<file path="config.mk">
export PLATFORM = sky130hd
export DESIGN_NAME = dict_loader
export DESIGN_NICKNAME = d
export VERILOG_FILES = /design/src/rtl/dict_loader_pkg.sv /design/src/rtl/dict_loader_addr_gen.sv /design/src/rtl/dict_loader.sv
export SDC_FILE = /design/constraint.sdc
export NUM_CORES = 1
export LEC_CHECK = 0
export ABC_AREA = 0
export BUFFER_PORTS_ARGS = -buffer_cell sky130_fd_sc_hd__buf_4
export CAP_MARGIN = 20
export CORE_MARGIN = 2
export CORE_UTILIZATION = 52
export CTS_CLUSTER_DIAMETER = 150
export DETAILED_ROUTE_END_ITERATION = 8
export PLACE_DENSITY_LB_ADDON = 0.05
export REMOVE_ABC_BUFFERS = 1
export SYNTH_ARGS = -nofsm -noshare
export SYNTH_HDL_FRONTEND = slang
export SYNTH_HIERARCHICAL = 1
export SYNTH_SLANG_ARGS = --single-unit
</file>
<file path="constraint.sdc">
create_clock -name clk -period 6.6 [get_ports clk]
set_clock_uncertainty 0.05 [all_clocks]
set_input_delay 0.33 -clock clk [delete_from_list [all_inputs] [get_ports clk]]
set_output_delay 0.33 -clock clk [all_outputs]
set_load 0.02 [all_outputs]
</file>
<file path="src/rtl/dict_loader_pkg.sv">
// Shared definitions for the dictionary loader and the compression controller:
// FSM encoding, width extraction helpers and image layout helpers.
package dict_loader_pkg;

  localparam int unsigned MAX_DICTS       = 4;
  localparam int unsigned DEF_NUM_DICTS   = 3;
  localparam logic [31:0] DEF_KEY_WIDTHS  = 32'h0008_0503;
  localparam logic [31:0] DEF_VAL_WIDTHS  = 32'h000F_0A07;

  typedef enum logic [2:0] {
    ST_IDLE  = 3'd0,
    ST_REQ   = 3'd1,
    ST_WRITE = 3'd2,
    ST_CHECK = 3'd3,
    ST_DONE  = 3'd4
  } state_t;

  // Width of a dictionary-select index for n dictionaries.
  function automatic int unsigned idx_w(input int unsigned n);
    return (n > 1) ? $clog2(n) : 1;
  endfunction

  // Key width of dictionary d (byte d of the packed width vector).
  function automatic int unsigned key_w(input logic [31:0] widths, input int unsigned d);
    return 32'(widths[8*d +: 8]);
  endfunction

  // Value width of dictionary d (byte d of the packed width vector).
  function automatic int unsigned val_w(input logic [31:0] widths, input int unsigned d);
    return 32'(widths[8*d +: 8]);
  endfunction

  // Image entry offset of dictionary d: sum of 2^key over all earlier dictionaries.
  function automatic int unsigned dict_offset(input logic [31:0] widths, input int unsigned d);
    int unsigned off = 0;
    for (int unsigned j = 0; j < d; j++) begin
      off = off + (32'd1 << key_w(widths, j));
    end
    return off;
  endfunction

  localparam int unsigned TOTAL_ENTRIES = dict_offset(DEF_KEY_WIDTHS, DEF_NUM_DICTS);

endpackage

</file>
<file path="src/rtl/dict_loader_addr_gen.sv">
// Dictionary/entry counters and image read address for the dictionary loader.
module dict_loader_addr_gen
  import dict_loader_pkg::*;
#(
  parameter int unsigned            NUM_DICTS       = 3,
  parameter logic [8*NUM_DICTS-1:0] DICT_KEY_WIDTHS = {8'd8, 8'd5, 8'd3},
  parameter int unsigned            MAX_KEY_WIDTH   = 8,
  parameter logic [31:0]            BASE_ADDR       = 32'h0001_0000
) (
  input  logic                        clk,
  input  logic                        resetn,
  input  logic                        restart,
  input  logic                        advance,
  output logic [idx_w(NUM_DICTS)-1:0] dict_idx,
  output logic [MAX_KEY_WIDTH-1:0]    entry_idx,
  output logic                        last_entry_c,
  output logic                        last_dict_c,
  output logic [31:0]                 mem_addr
);

  localparam int unsigned DW = idx_w(NUM_DICTS);

  // Last entry of the currently selected dictionary.
  always_comb begin
    last_entry_c = 1'b0;
    for (int unsigned i = 0; i < NUM_DICTS; i++) begin
      if (dict_idx == DW'(i)) begin
        last_entry_c = (entry_idx ==
          MAX_KEY_WIDTH'((64'd1 << key_w(32'(DICT_KEY_WIDTHS), i)) - 64'd1));
      end
    end
  end

  assign last_dict_c = (dict_idx == DW'(NUM_DICTS - 1));

  // Step (dict, entry) and the word address once per written entry; address wraps mod 2^32.
  always_ff @(posedge clk) begin
    if (!resetn || restart) begin
      dict_idx  <= '0;
      entry_idx <= '0;
      mem_addr  <= BASE_ADDR;
    end else if (advance) begin
      mem_addr <= mem_addr + 32'd4;
      if (last_entry_c) begin
        entry_idx <= '0;
        if (!last_dict_c) begin
          dict_idx <= dict_idx + DW'(1);
        end
      end else begin
        entry_idx <= entry_idx + MAX_KEY_WIDTH'(1);
      end
    end
  end

endmodule

</file>
<file path="src/rtl/dict_loader.sv">
// Post-reset sequencer that fills the field dictionaries from instruction
// memory and holds the core in reset until the load completes.
// Optional build macro DICT_LOADER_CHECKSUM_EN adds a trailing XOR checksum
// read and the checksum_err output.
module dict_loader
  import dict_loader_pkg::*;
#(
  parameter int unsigned            NUM_DICTS       = 3,
  parameter logic [8*NUM_DICTS-1:0] DICT_KEY_WIDTHS = {8'd8, 8'd5, 8'd3},
  parameter logic [8*NUM_DICTS-1:0] DICT_VAL_WIDTHS = {8'd15, 8'd10, 8'd7},
  parameter int unsigned            MAX_KEY_WIDTH   = 8,
  parameter int unsigned            MAX_VAL_WIDTH   = 15,
  parameter logic [31:0]            BASE_ADDR       = 32'h0001_0000
) (
  input  logic                     clk,
  input  logic                     resetn,
  input  logic                     reload,
  output logic                     mem_valid,
  input  logic                     mem_ready,
  output logic [31:0]              mem_addr,
  input  logic [31:0]              mem_rdata,
  output logic [NUM_DICTS-1:0]     dict_we,
  output logic [MAX_KEY_WIDTH-1:0] dict_index,
  output logic [MAX_VAL_WIDTH-1:0] dict_val,
  output logic                     done,
  output logic                     core_resetn
`ifdef DICT_LOADER_CHECKSUM_EN
  ,
  output logic                     checksum_err
`endif
);

  localparam int unsigned DW = idx_w(NUM_DICTS);

  state_t                   state_q, state_d;
  logic                     mem_valid_d;
  logic [NUM_DICTS-1:0]     dict_we_d;
  logic [MAX_KEY_WIDTH-1:0] dict_index_d;
  logic [MAX_VAL_WIDTH-1:0] dict_val_d;
  logic                     done_d;
  logic                     restart_c;
  logic                     advance_c;
  logic                     handshake_c;
  logic [MAX_VAL_WIDTH-1:0] val_mask_c;
  logic [DW-1:0]            dict_idx;
  logic [MAX_KEY_WIDTH-1:0] entry_idx;
  logic                     last_entry_c;
  logic                     last_dict_c;

`ifdef DICT_LOADER_CHECKSUM_EN
  logic [31:0] xor_q, xor_d;
  logic [31:0] chk_word_q, chk_word_d;
  logic        chk_phase_q, chk_phase_d;
  logic        checksum_err_d;
`endif

  assign handshake_c = mem_valid && mem_ready;

  dict_loader_addr_gen #(
    .NUM_DICTS       (NUM_DICTS),
    .DICT_KEY_WIDTHS (DICT_KEY_WIDTHS),
    .MAX_KEY_WIDTH   (MAX_KEY_WIDTH),
    .BASE_ADDR       (BASE_ADDR)
  ) u_addr_gen (
    .clk          (clk),
    .resetn       (resetn),
    .restart      (restart_c),
    .advance      (advance_c),
    .dict_idx     (dict_idx),
    .entry_idx    (entry_idx),
    .last_entry_c (last_entry_c),
    .last_dict_c  (last_dict_c),
    .mem_addr     (mem_addr)
  );

  // Value mask for the dictionary currently being loaded.
  always_comb begin
    val_mask_c = '0;
    for (int unsigned i = 0; i < NUM_DICTS; i++) begin
      if (dict_idx == DW'(i)) begin
        val_mask_c = MAX_VAL_WIDTH'((64'd1 << val_w(32'(DICT_VAL_WIDTHS), i)) - 64'd1);
      end
    end
  end

  // Next state and next values of the registered outputs.
  always_comb begin
    state_d      = state_q;
    mem_valid_d  = 1'b0;
    dict_we_d    = '0;
    dict_index_d = '0;
    dict_val_d   = '0;
    done_d       = 1'b0;
    restart_c    = 1'b0;
    advance_c    = 1'b0;
`ifdef DICT_LOADER_CHECKSUM_EN
    xor_d          = xor_q;
    chk_word_d     = chk_word_q;
    chk_phase_d    = chk_phase_q;
    checksum_err_d = checksum_err;
`endif
    case (state_q)
      ST_IDLE: begin
        state_d     = ST_REQ;
        mem_valid_d = 1'b1;
        restart_c   = 1'b1;
`ifdef DICT_LOADER_CHECKSUM_EN
        xor_d       = '0;
        chk_phase_d = 1'b0;
`endif
      end
      ST_REQ: begin
        mem_valid_d = 1'b1;
        if (handshake_c) begin
          state_d      = ST_WRITE;
          mem_valid_d  = 1'b0;
          dict_we_d    = NUM_DICTS'(1) << dict_idx;
          dict_index_d = entry_idx;
          dict_val_d   = MAX_VAL_WIDTH'(mem_rdata) & val_mask_c;
`ifdef DICT_LOADER_CHECKSUM_EN
          xor_d        = xor_q ^ mem_rdata;
`endif
        end
      end
      ST_WRITE: begin
        advance_c = 1'b1;
        if (last_entry_c && last_dict_c) begin
`ifdef DICT_LOADER_CHECKSUM_EN
          state_d     = ST_CHECK;
          mem_valid_d = 1'b1;
          chk_phase_d = 1'b0;
`else
          state_d = ST_DONE;
          done_d  = 1'b1;
`endif
        end else begin
          state_d     = ST_REQ;
          mem_valid_d = 1'b1;
        end
      end
`ifdef DICT_LOADER_CHECKSUM_EN
      ST_CHECK: begin
        // Phase 0 reads the stored checksum word, phase 1 compares it.
        if (!chk_phase_q) begin
          mem_valid_d = 1'b1;
          if (handshake_c) begin
            mem_valid_d = 1'b0;
            chk_word_d  = mem_rdata;
            chk_phase_d = 1'b1;
          end
        end else if (chk_word_q == xor_q) begin
          state_d = ST_DONE;
          done_d  = 1'b1;
        end else begin
          checksum_err_d = 1'b1;
        end
      end
`endif
      ST_DONE: begin
        done_d = 1'b1;
        if (reload) begin
          state_d     = ST_REQ;
          done_d      = 1'b0;
          mem_valid_d = 1'b1;
          restart_c   = 1'b1;
`ifdef DICT_LOADER_CHECKSUM_EN
          xor_d       = '0;
          chk_phase_d = 1'b0;
`endif
        end
      end
      default: begin
        state_d = ST_IDLE;
      end
    endcase
  end

  // State and output registers; core_resetn follows done so it rises on the same edge.
  always_ff @(posedge clk) begin
    if (!resetn) begin
      state_q     <= ST_IDLE;
      mem_valid   <= 1'b0;
      dict_we     <= '0;
      dict_index  <= '0;
      dict_val    <= '0;
      done        <= 1'b0;
      core_resetn <= 1'b0;
    end else begin
      state_q     <= state_d;
      mem_valid   <= mem_valid_d;
      dict_we     <= dict_we_d;
      dict_index  <= dict_index_d;
      dict_val    <= dict_val_d;
      done        <= done_d;
      core_resetn <= done_d;
    end
  end

`ifdef DICT_LOADER_CHECKSUM_EN
  // Running XOR, captured checksum word and sticky error flag.
  always_ff @(posedge clk) begin
    if (!resetn) begin
      xor_q        <= '0;
      chk_word_q   <= '0;
      chk_phase_q  <= 1'b0;
      checksum_err <= 1'b0;
    end else begin
      xor_q        <= xor_d;
      chk_word_q   <= chk_word_d;
      chk_phase_q  <= chk_phase_d;
      checksum_err <= checksum_err_d;
    end
  end
`endif

endmodule

</file>
==> results.py <==
metrics = {
    "run_status": {
        "status": "finished clean",
    },
    "timing": {
        "tns_ns": 0,
        "max_freq_mhz": 402,
        "fin_crit_sh": 0.377,
        "setup_violations": 0,
        "maxSlewViolCount": 0,
        "tightest_slew_ns": 0.859,
        "final_hold_viol_count": 0,
        "slew_headroom": 0.426,
        "rsz0062_at_grt": "false",
        "finalCriticalPeriod_ns": 2.49,
    },
    "drt": {
        "routed_wl_mm": 6.04,
        "viasPerCell": 5.40,
        "vias": 2533,
        "drt_iter0_drc": 166,
        "ant_nets": 0,
        "post_drt_wl_per_cell_um": 12.9,
        "first_pass_iters": 5,
        "route.detailed.drc": 0,
    },
    "synthesis": {
        "synth_top_cell_by_area": "dfxtp_1",
        "synthesis.area_um2": 2940,
        "synth_top_area_frac": 0.483,
        "synthDistinctLibCells": 44,
        "synth_area_leaders": "dfxtp_1, a21oi_1, and2_1",
        "postSynthAreaPerCell_um2": 9.32,
        "ys_warn_count": 6,
        "synth-seq-area-share": 0.483,
        "synth_cells": 316,
        "ys_ff_latch": 71,
    },
    "final_layout": {
        "synthToLayoutAreaGrowth_pct": 26.1,
        "finalNonFillerCells": 469,
        "drive_above_1_share": 0.232,
        "final_common_cell": "buf_4",
        "num-nets-final": 435,
        "fillCellCount": 477,
        "layout_common_cells": "buf_4, dfxtp_1, a21oi_1",
        "diodes": 0,
    },
    "hold_path": {
        "min_to": "dict_val[1]",
        "hold_path_class": "input port to flip-flop",
        "hp-start": "mem_rdata[1]",
        "hold_depth": 2,
    },
    "cts": {
        "clock_sinks": 71,
        "cts_root_buffer": "clkbuf_8",
        "cts_hold_buf": 0,
        "clk_latency_ns": 0.33,
        "cts_tree": "done",
        "path_clk_slew_ns": 0.07,
        "cts_buffers": 9,
        "cts_setup_buffers": 0,
        "cts-resized-gates": 0,
        "h-tree-depth": 3,
        "clockBufferDepth": 2,
    },
    "place": {
        "dp.cells": 453,
        "io_buffers": 77,
        "dp_hpwl_mm": 4.16,
        "gp_congestion": 0.804,
    },
    "run": {
        "drv_cap": 0,
    },
    "die": {
        "die-area_um2": 6280,
        "start_util": 0.538,
        "fp.dieH_um": 79.2,
        "dieWidth_um": 79.2,
        "design.core.area_um2": 5470,
        "ios": 97,
        "rows": 27,
    },
    "worst_setup_path": {
        "cp-end-kind": "flip-flop",
        "critPathRequiredTime_ns": 6.81,
        "r2r_start": "state_q[1]",
        "cp_data_arrival_time_ns": 2.70,
        "worst_setup_path_start_kind": "flip-flop",
        "r2r-end": "u_addr_gen/mem_addr[23]",
        "r2r_slack_ns": 4.11,
        "path_class": "flip-flop to flip-flop",
        "r2r_cells": 7,
        "crit_fanout": 16,
    },
    "global_route": {
        "overflow": 0,
        "antenna_found_initial": 0,
        "grt_max_degree": 33,
        "grt_pass1_vias": 2210,
        "grt_pass1_wl_mm": 9.86,
        "gr-usage-all-layers": 0.198,
    },
    "power": {
        "peakVddDrop_v": 0.000130,
        "power_density_nw_per_um2": 205,
        "total_power_mw": 0.763,
        "leakagePower_nw": 1.45,
    },
}
## metrics by stage
| stage | area, um2 | hold slack, ns | util | setup slack (ns) |
|---|---|---|---|---|
| final | 3710 | 0.149 | 0.679 | 4.11 |
| after global routing | 3710 | 0.140 | 0.679 | 3.91 |
| after CTS | 3710 | 0.132 | 0.679 | 4.12 |
| after detailed placement | 3540 | 0.421 | 0.647 | 4.15 |
| after global placement | 3540 | 0.417 | 0.647 | 4.16 |
| after floorplan | 2860 | 0.402 | - | 3.67 |
## critical path, cell delays in order (launching register included)
cell and delay [ns]:
dfxtp_1 0.39, inv_1 0.07, nor3_1 0.26, buf_4 0.26, and4_1 0.26, nand3_1 0.34
or4_1 0.62, a21oi_1 0.15
## layer usage
layer,global-route usage,up-vias,part of all wire
met5,0,-,0
met4,0.0931,0,0.013
met3,0.0568,7,0.067
met2,0.304,66,0.46
met1,0.258,1171,0.46
li1,-,1289,-
## cell type report
type                            instances  area, um2  share of cell area
Sequential cell                        71       1420               0.383
Multi-Input combinational cell        218       1390               0.373
Timing Repair Buffer                   79        593               0.160
Clock buffer                           16        170              0.0458
Tap cell                               72       90.1              0.0243
Inverter                               13       53.8              0.0145
## flip-flops by register name, indices dropped and copies added, names as in the netlist
signal,count
dict_index,8
mem_valid,1
dict_val,15
core_resetn,1
dict_we,3
state_q,3
u_addr_gen/dict_idx,2
u_addr_gen/mem_addr,30
u_addr_gen/entry_idx,8
## cells in the mapped netlist
master     count
a211oi_1       1
a21boi_0       1
a21oi_1       23
a31oi_1        2
and2_1        18
and3_1        10
and4_1         6
and4b_1        1
buf_2          1
buf_4          3
buf_6          1
buf_8          1
clkbuf_1       9
conb_1         1
dfxtp_1       71
ha_1           7
inv_1         12
inv_6          1
mux2i_1        1
nand2_1       19
nand2b_1       4
nand3_1       10
nand3b_1       1
nand4_1       11
nand4_2        1
nor2_1        16
nor2b_1        2
nor3_1         6
nor3b_1        7
nor4_1         2
o2111ai_1      1
o21a_1         1
o21ai_0        7
o22ai_1        4
o31a_1         2
o31ai_1       14
o32ai_1        1
or2_1          1
or2b_1         1
or3_1          6
or4_1         14
or4b_1         1
xnor2_1        6
xor2_1         8
## cell families after synthesis
| family | count (synthesis) | synth area share |
|---|---|---|
| buf+inv | 28 | 0.0480 |
| xor+xnor | 14 | 0.0416 |
| flops | 71 | 0.483 |
| fa+ha+maj | 7 | 0.0297 |
| compound gates | 57 | 0.119 |
| other cells | 1 | 0.00127 |
| simple gates | 137 | 0.274 |
| mux | 1 | 0.00340 |
## how the worst max path moves through the flow
stage                                start                 endpoint  slack (ns)  cells after the start
CTS                             state_q[1]  u_addr_gen/mem_addr[23]        4.12                      7
detailed placement              state_q[1]  u_addr_gen/mem_addr[23]        4.15                      7
global placement                state_q[1]  u_addr_gen/mem_addr[23]        4.16                      7
finish                          state_q[1]  u_addr_gen/mem_addr[23]        4.11                      7
floorplan                       state_q[1]  u_addr_gen/mem_addr[31]        3.67                      6
global route        u_addr_gen/mem_addr[9]  u_addr_gen/mem_addr[28]        3.91                      4
## power by group
| part | leakage, nW | switching, mW | total (mW) | internal [mW] |
|---|---|---|---|---|
| Combinational | 0.794 | 0.0160 | 0.0296 | 0.0136 |
| Clock | 0.0850 | 0.143 | 0.301 | 0.158 |
| Sequential | 0.573 | 0.00172 | 0.432 | 0.430 |
Power figures use the tool's default switching activity.
